File: src/rtl/cache_controller.sv
// Write-back/write-allocate controller for a 64-entry direct-mapped word cache. Hit completes in 2 cycles, a miss adds the memory latency plus one cycle, and a dirty miss also adds the writeback.
// Backpressure: cpu_busy stays high until the request completes, and any cpu_req seen while busy is dropped.
module cache_controller #(
   parameter int INDEX_W = 6,
   parameter int TAG_W   = 10,
   parameter int CNT_W   = 32
) (
   input  logic             clk,
   input  logic             rst_b,
   input  logic             cpu_req,
   input  logic             cpu_we,
   input  logic [31:0]      cpu_addr,
   input  logic [31:0]      cpu_wdata,
   output logic             cpu_busy,
   output logic             cpu_done,
   output logic [31:0]      cpu_rdata,
   output logic [31:0]      cache_addr,
   output logic [31:0]      cache_wdata,
   output logic             we_cache,
   output logic             set_valid,
   output logic             set_dirty,
   input  logic             cache_hit,
   input  logic             cache_dirty,
   input  logic [31:0]      cache_rdata,
   input  logic [31:0]      cache_wb_addr,
   output logic [31:0]      mem_addr,
   output logic [31:0]      mem_wdata,
   output logic             mem_re,
   output logic             mem_we,
   input  logic [31:0]      mem_rdata,
   input  logic             mem_ready,
   output logic [CNT_W-1:0] hit_count,
   output logic [CNT_W-1:0] miss_count
);
   localparam int DEPTH = 2 ** INDEX_W;
   localparam int AW    = INDEX_W + TAG_W;

   typedef enum logic [1:0] {S_IDLE, S_COMPARE, S_WRITEBACK, S_ALLOCATE} state_t;

   state_t             r_state;
   logic [31:0]        r_addr;
   logic [31:0]        r_wdata;
   logic               r_we;
   logic               r_first;
   logic [DEPTH-1:0]   r_valid;
   logic               r_cpu_done;
   logic [31:0]        r_cpu_rdata;
   logic [CNT_W-1:0]   r_hit_count;
   logic [CNT_W-1:0]   r_miss_count;

   logic [INDEX_W-1:0] w_idx;
   logic               w_vld;
   logic               w_hit;
   logic               w_dirty;

   // The cache's own valid bit survives reset; only the shadow is trusted.
   assign w_idx   = r_addr[INDEX_W-1:0];
   assign w_vld   = r_valid[w_idx];
   assign w_hit   = cache_hit & w_vld;
   assign w_dirty = cache_dirty & w_vld;

   assign cache_addr = {{(32-AW){1'b0}}, r_addr[AW-1:0]};
   assign cpu_busy   = (r_state != S_IDLE);
   assign cpu_done   = r_cpu_done;
   assign cpu_rdata  = r_cpu_rdata;
   assign hit_count  = r_hit_count;
   assign miss_count = r_miss_count;

   always_comb begin
      set_valid   = w_vld;
      set_dirty   = w_dirty;
      we_cache    = 1'b0;
      cache_wdata = r_wdata;
      mem_addr    = 32'h0;
      mem_wdata   = 32'h0;
      mem_re      = 1'b0;
      mem_we      = 1'b0;
      case (r_state)
         S_COMPARE: begin
            if (w_hit && r_we) begin
               we_cache  = 1'b1;
               set_valid = 1'b1;
               set_dirty = 1'b1;
            end
         end
         S_WRITEBACK: begin
            mem_we    = 1'b1;
            mem_addr  = cache_wb_addr;
            mem_wdata = cache_rdata;
         end
         S_ALLOCATE: begin
            mem_re   = 1'b1;
            mem_addr = r_addr;
            // Fill lands in the cache on the same edge memory completes.
            if (mem_ready) begin
               we_cache    = 1'b1;
               cache_wdata = mem_rdata;
               set_valid   = 1'b1;
               set_dirty   = 1'b0;
            end
         end
         default: ;
      endcase
   end

   always_ff @(posedge clk or negedge rst_b) begin
      if (!rst_b) begin
         r_state      <= S_IDLE;
         r_addr       <= 32'h0;
         r_wdata      <= 32'h0;
         r_we         <= 1'b0;
         r_first      <= 1'b0;
         r_valid      <= '0;
         r_cpu_done   <= 1'b0;
         r_cpu_rdata  <= 32'h0;
         r_hit_count  <= '0;
         r_miss_count <= '0;
      end else begin
         r_cpu_done <= 1'b0;
         case (r_state)
            S_IDLE: begin
               if (cpu_req) begin
                  r_addr  <= cpu_addr;
                  r_we    <= cpu_we;
                  r_wdata <= cpu_wdata;
                  r_first <= 1'b1;
                  r_state <= S_COMPARE;
               end
            end
            S_COMPARE: begin
               r_first <= 1'b0;
               if (r_first) begin
                  if (w_hit) r_hit_count  <= r_hit_count + CNT_W'(1);
                  else       r_miss_count <= r_miss_count + CNT_W'(1);
               end
               if (w_hit) begin
                  if (!r_we) r_cpu_rdata <= cache_rdata;
                  r_cpu_done <= 1'b1;
                  r_state    <= S_IDLE;
               end else if (w_dirty) begin
                  r_state <= S_WRITEBACK;
               end else begin
                  r_state <= S_ALLOCATE;
               end
            end
            S_WRITEBACK: begin
               if (mem_ready) r_state <= S_ALLOCATE;
            end
            S_ALLOCATE: begin
               if (mem_ready) begin
                  r_valid[w_idx] <= 1'b1;
                  r_state        <= S_COMPARE;
               end
            end
            default: r_state <= S_IDLE;
         endcase
      end
   end
endmodule
File: config.mk
export PLATFORM = sky130hd
export DESIGN_NAME = cache_controller
export DESIGN_NICKNAME = d
export VERILOG_FILES = /design/src/rtl/cache_controller.sv
export SDC_FILE = /design/constraint.sdc
export NUM_CORES = 1
export LEC_CHECK = 0
export BUFFER_PORTS_ARGS = -buffer_cell sky130_fd_sc_hd__buf_4
export CORE_AREA = 2 2 153 155
export DETAILED_ROUTE_END_ITERATION = 8
export DIE_AREA = 0 0 155 157
export HOLD_SLACK_MARGIN = 0.03
export PLACE_DENSITY = 0.79
export SKIP_CTS_REPAIR_TIMING = 1
export SYNTH_ARGS = -nofsm -noshare
export SYNTH_HDL_FRONTEND = slang
export SYNTH_SLANG_ARGS = --single-unit
File: constraint.sdc
create_clock -name clk -period 4.9 [get_ports clk]
set_input_delay 0.245 -clock clk [delete_from_list [all_inputs] [get_ports clk]]
set_output_delay 0.245 -clock clk [all_outputs]
set_load 0.005 [all_outputs]
==> flow_metrics.tcl <==
set metrics [dict create \
    clock_latency_ns 0.51 \
    cts_tree "yes" \
    vias 9534 \
    firstDrtPassIters 5 \
    grt_pass1_vias 9087 \
    crit_fanout 35 \
    grt_start_max_net_pins 119 \
    netlist_top_cells_count "dfrtp_1 (229), nand2_1 (123), mux2_2 (74), a21o_1 (56), and2_1 (44)" \
    power_mw 8.407 \
    cap_violations 0 \
    peakVddDrop_uv 366.7 \
    fillers 1510 \
    worst_slew_pin_slew_ns 1.220 \
    grt.overflow.total 0 \
    start_kind "register" \
    numPlacedInstances 1591 \
    stdcell_count 1735 \
    power_density_nw_per_um2 528.7 \
    hold_class "in -> reg" \
    num_rows 55 \
    crit_family "compound AO/OA/AOI/OAI gates" \
    synth-main-ff-cell "dfrtp_1" \
    critical_path_arrival_ns 3.94 \
    yosysWarnings 0 \
    yosysMostFrequentCell "dfrtp_1" \
    critPathBufInv 2 \
    hold_violations 0 \
    crit_chain "mux2i_1 > o22ai_1 > a2111oi_0 > a311oi_1 > nor4_4 > buf_4 > nor2_1 > a21o_1 > buf_4" \
    cts_max_path_buffers 3 \
    status "finished, final reports clean" \
    setup_viol 0 \
    ant_nets 0 \
    wl_per_cell_um 20.38 \
    crit_path_frequent_cell "buf_4" \
    worstSetupPathType "reg -> out" \
    antenna_found_initial 1 \
    ios 398 \
    synth_top_area_share_pct 51.33 \
    grt.total_usage_pct 25.51 \
    fin_crit_ns 4.185 \
    clkTransAtPathRegs_ns 0.06 \
    nNetsFinal 1604 \
    grt_setup_unrepaired "no" \
    synth-seq-cells 229 \
    sw_frac_of_total_pct 34.49 \
    wirelength_mm 35.36 \
    dpl_cell_area_um2 14060 \
    synth_area_um2 11160 \
    clockPowerShare_pct 23.0 \
    synth.distinct_cells 59 \
    synth.avg_cell_area_um2 11.28 \
    htree_levels 1 \
    leakagePower_nw 8.335 \
    numCtsBuffers 25 \
    seq_area_um2 5731 \
    crit_slowest_cell "dfrtp_1" \
    async_flop_share_pct 100.0 \
    clock_skew_ns 0.02132 \
    crit_path_end_kind "primary output" \
    start_util_pct 49.61 \
    grt_pass1_wl_mm 49.47 \
    die_y_um 157 \
    synth_edf_count 0 \
    required_ns 4.66 \
    die_area_um2 24340 \
    core_um2 22500 \
    clkSinkCount 229 \
    fmax_mhz 239.0 \
    slew_headroom_pct 18.05 \
    post-route-drc-count 0 \
    viasPerCell 5.495 \
    portBuffers 381 \
    slew_violations 0 \
    area_delta_synth_final_pct 42.43 \
    p_int_mw 5.508 \
    p_seq_share_pct 36.4 \
    cts_root_buffer "clkbuf_16" \
    syn_inst 990 \
    fp.dieW_um 155 \
    setup_tns_ns 0 \
    critical_path.max_stage_delay_ns 0.90 \
    ys_seq_area_share_pct 51.33 \
    drive_gt1_share_pct 38.26 \
    final_area_um2 15900 \
    multi_input_area_um2 4927 \
    yosys.area.top_type "dfrtp_1" \
    place.gp.congestion 0.9074 \
    fin_crit_sh_pct 85.40 \
    utilization_pct 70.66 \
    place_hpwl_mm 23.51 \
    synthTopCellsByArea "dfrtp_1 (51%), mux2_2 (7.5%), nand2_1 (4.1%)" \
    drt-initial-drc-count 725 \
    power.switching_mw 2.899 \
    pwr-share-comb_pct 40.6 \
]
-- final cells by class --
type	count	share of cell area [%]
clock inverters	12	0.9914
inverters	19	0.4485
flip-flops and latches	229	36.04
clock buffers	32	4.414
diodes	2	0.03147
repair buffers	491	24.85
multi-input cells	665	30.99
well taps	285	2.243
-- tightest hold or removal path, stage by stage --
cell	delay, ns
buf_4	0.10
a21oi_1	0.06
o22ai_1	0.12
-- metal layers --
layer | share of wire (%) | GRT usage, % | routed length (um) | up-vias
met5 | 0 | 0 | 0 | -
met4 | 3.0 | 7.540 | 1059 | 0
met3 | 7.0 | 4.956 | 2492 | 76
met2 | 51 | 44.32 | 18160 | 443
met1 | 39 | 32.54 | 13650 | 4700
li1 | - | - | - | 4315
-- sequential cells by signal, summed over array words and instances (netlist names) --
signal      flops
r_valid        64
r_we            1
r_wdata        32
cpu_rdata      32
r_first         1
hit_count      32
cpu_done        1
r_addr         32
r_state         2
miss_count     32
-- cell usage in the layout, fill, tap and decap left out, types with 28 or more instances in the layout --
| master | count |
|---|---|
| xnor2_1 | 34 |
| a22o_1 | 33 |
| dfrtp_1 | 229 |
| a21o_1 | 56 |
| xor2_1 | 28 |
| mux2_4 | 30 |
| mux2_2 | 74 |
| buf_4 | 391 |
| and2_1 | 44 |
| nand2_1 | 122 |
| dlygate4sd3_1 | 98 |
-- power groups by stage --
stage	Sequential (mW)	Clock (mW)	Combinational [mW]
floorplan	2.84	0	2.05
global placement	3.03	0	3.23
detailed placement	3.05	0	3.31
CTS	3.03	1.97	3.32
global route	3.12	2.05	3.67
finish	3.06	1.93	3.41
-- worst paths after layout --
kind	startpoint	to	slack, ns	cells after the start
worst max-delay path	r_addr[2]	we_cache	0.72	9
worst min-delay path	cpu_req	r_first	0.08	3
worst max register to register	r_addr[2]	cpu_rdata[31]	1.27	8
worst min register to register	r_valid[31]	r_valid[31]	0.45	2
max in group asynchronous	rst_b	r_valid[45]	3.36	3
min in group asynchronous	rst_b	r_addr[31]	0.43	2
-- per-stage QoR --
step	setup WS, ns	hold WS, ns
6_report	0.7152	0.07892
5_1_grt	0.5082	0.1235
4_1_cts	0.8255	-0.1596
3_5_place_dp	1.372	0.3856
3_3_place_gp	1.493	0.3769
2_1_floorplan	2.258	-0.05059
-- cells by family (layout without fill, tap and decap cells) --
| family | after synthesis | after routing | share of synthesized area [%] |
|---|---|---|---|
| and+or+nand+nor | 327 | 327 | 15.41 |
| DFF | 229 | 229 | 51.33 |
| AOI/OAI and AO/OA | 139 | 139 | 9.862 |
| muxes | 115 | 115 | 12.60 |
| buffers and inverters | 111 | 554 | 5.234 |
| xor gates and xnor gates | 62 | 62 | 4.864 |
| adders and majority gates | 6 | 6 | 0.6724 |
| other | 1 | 18 | 0.03359 |
(Power assumes the default switching activity.)
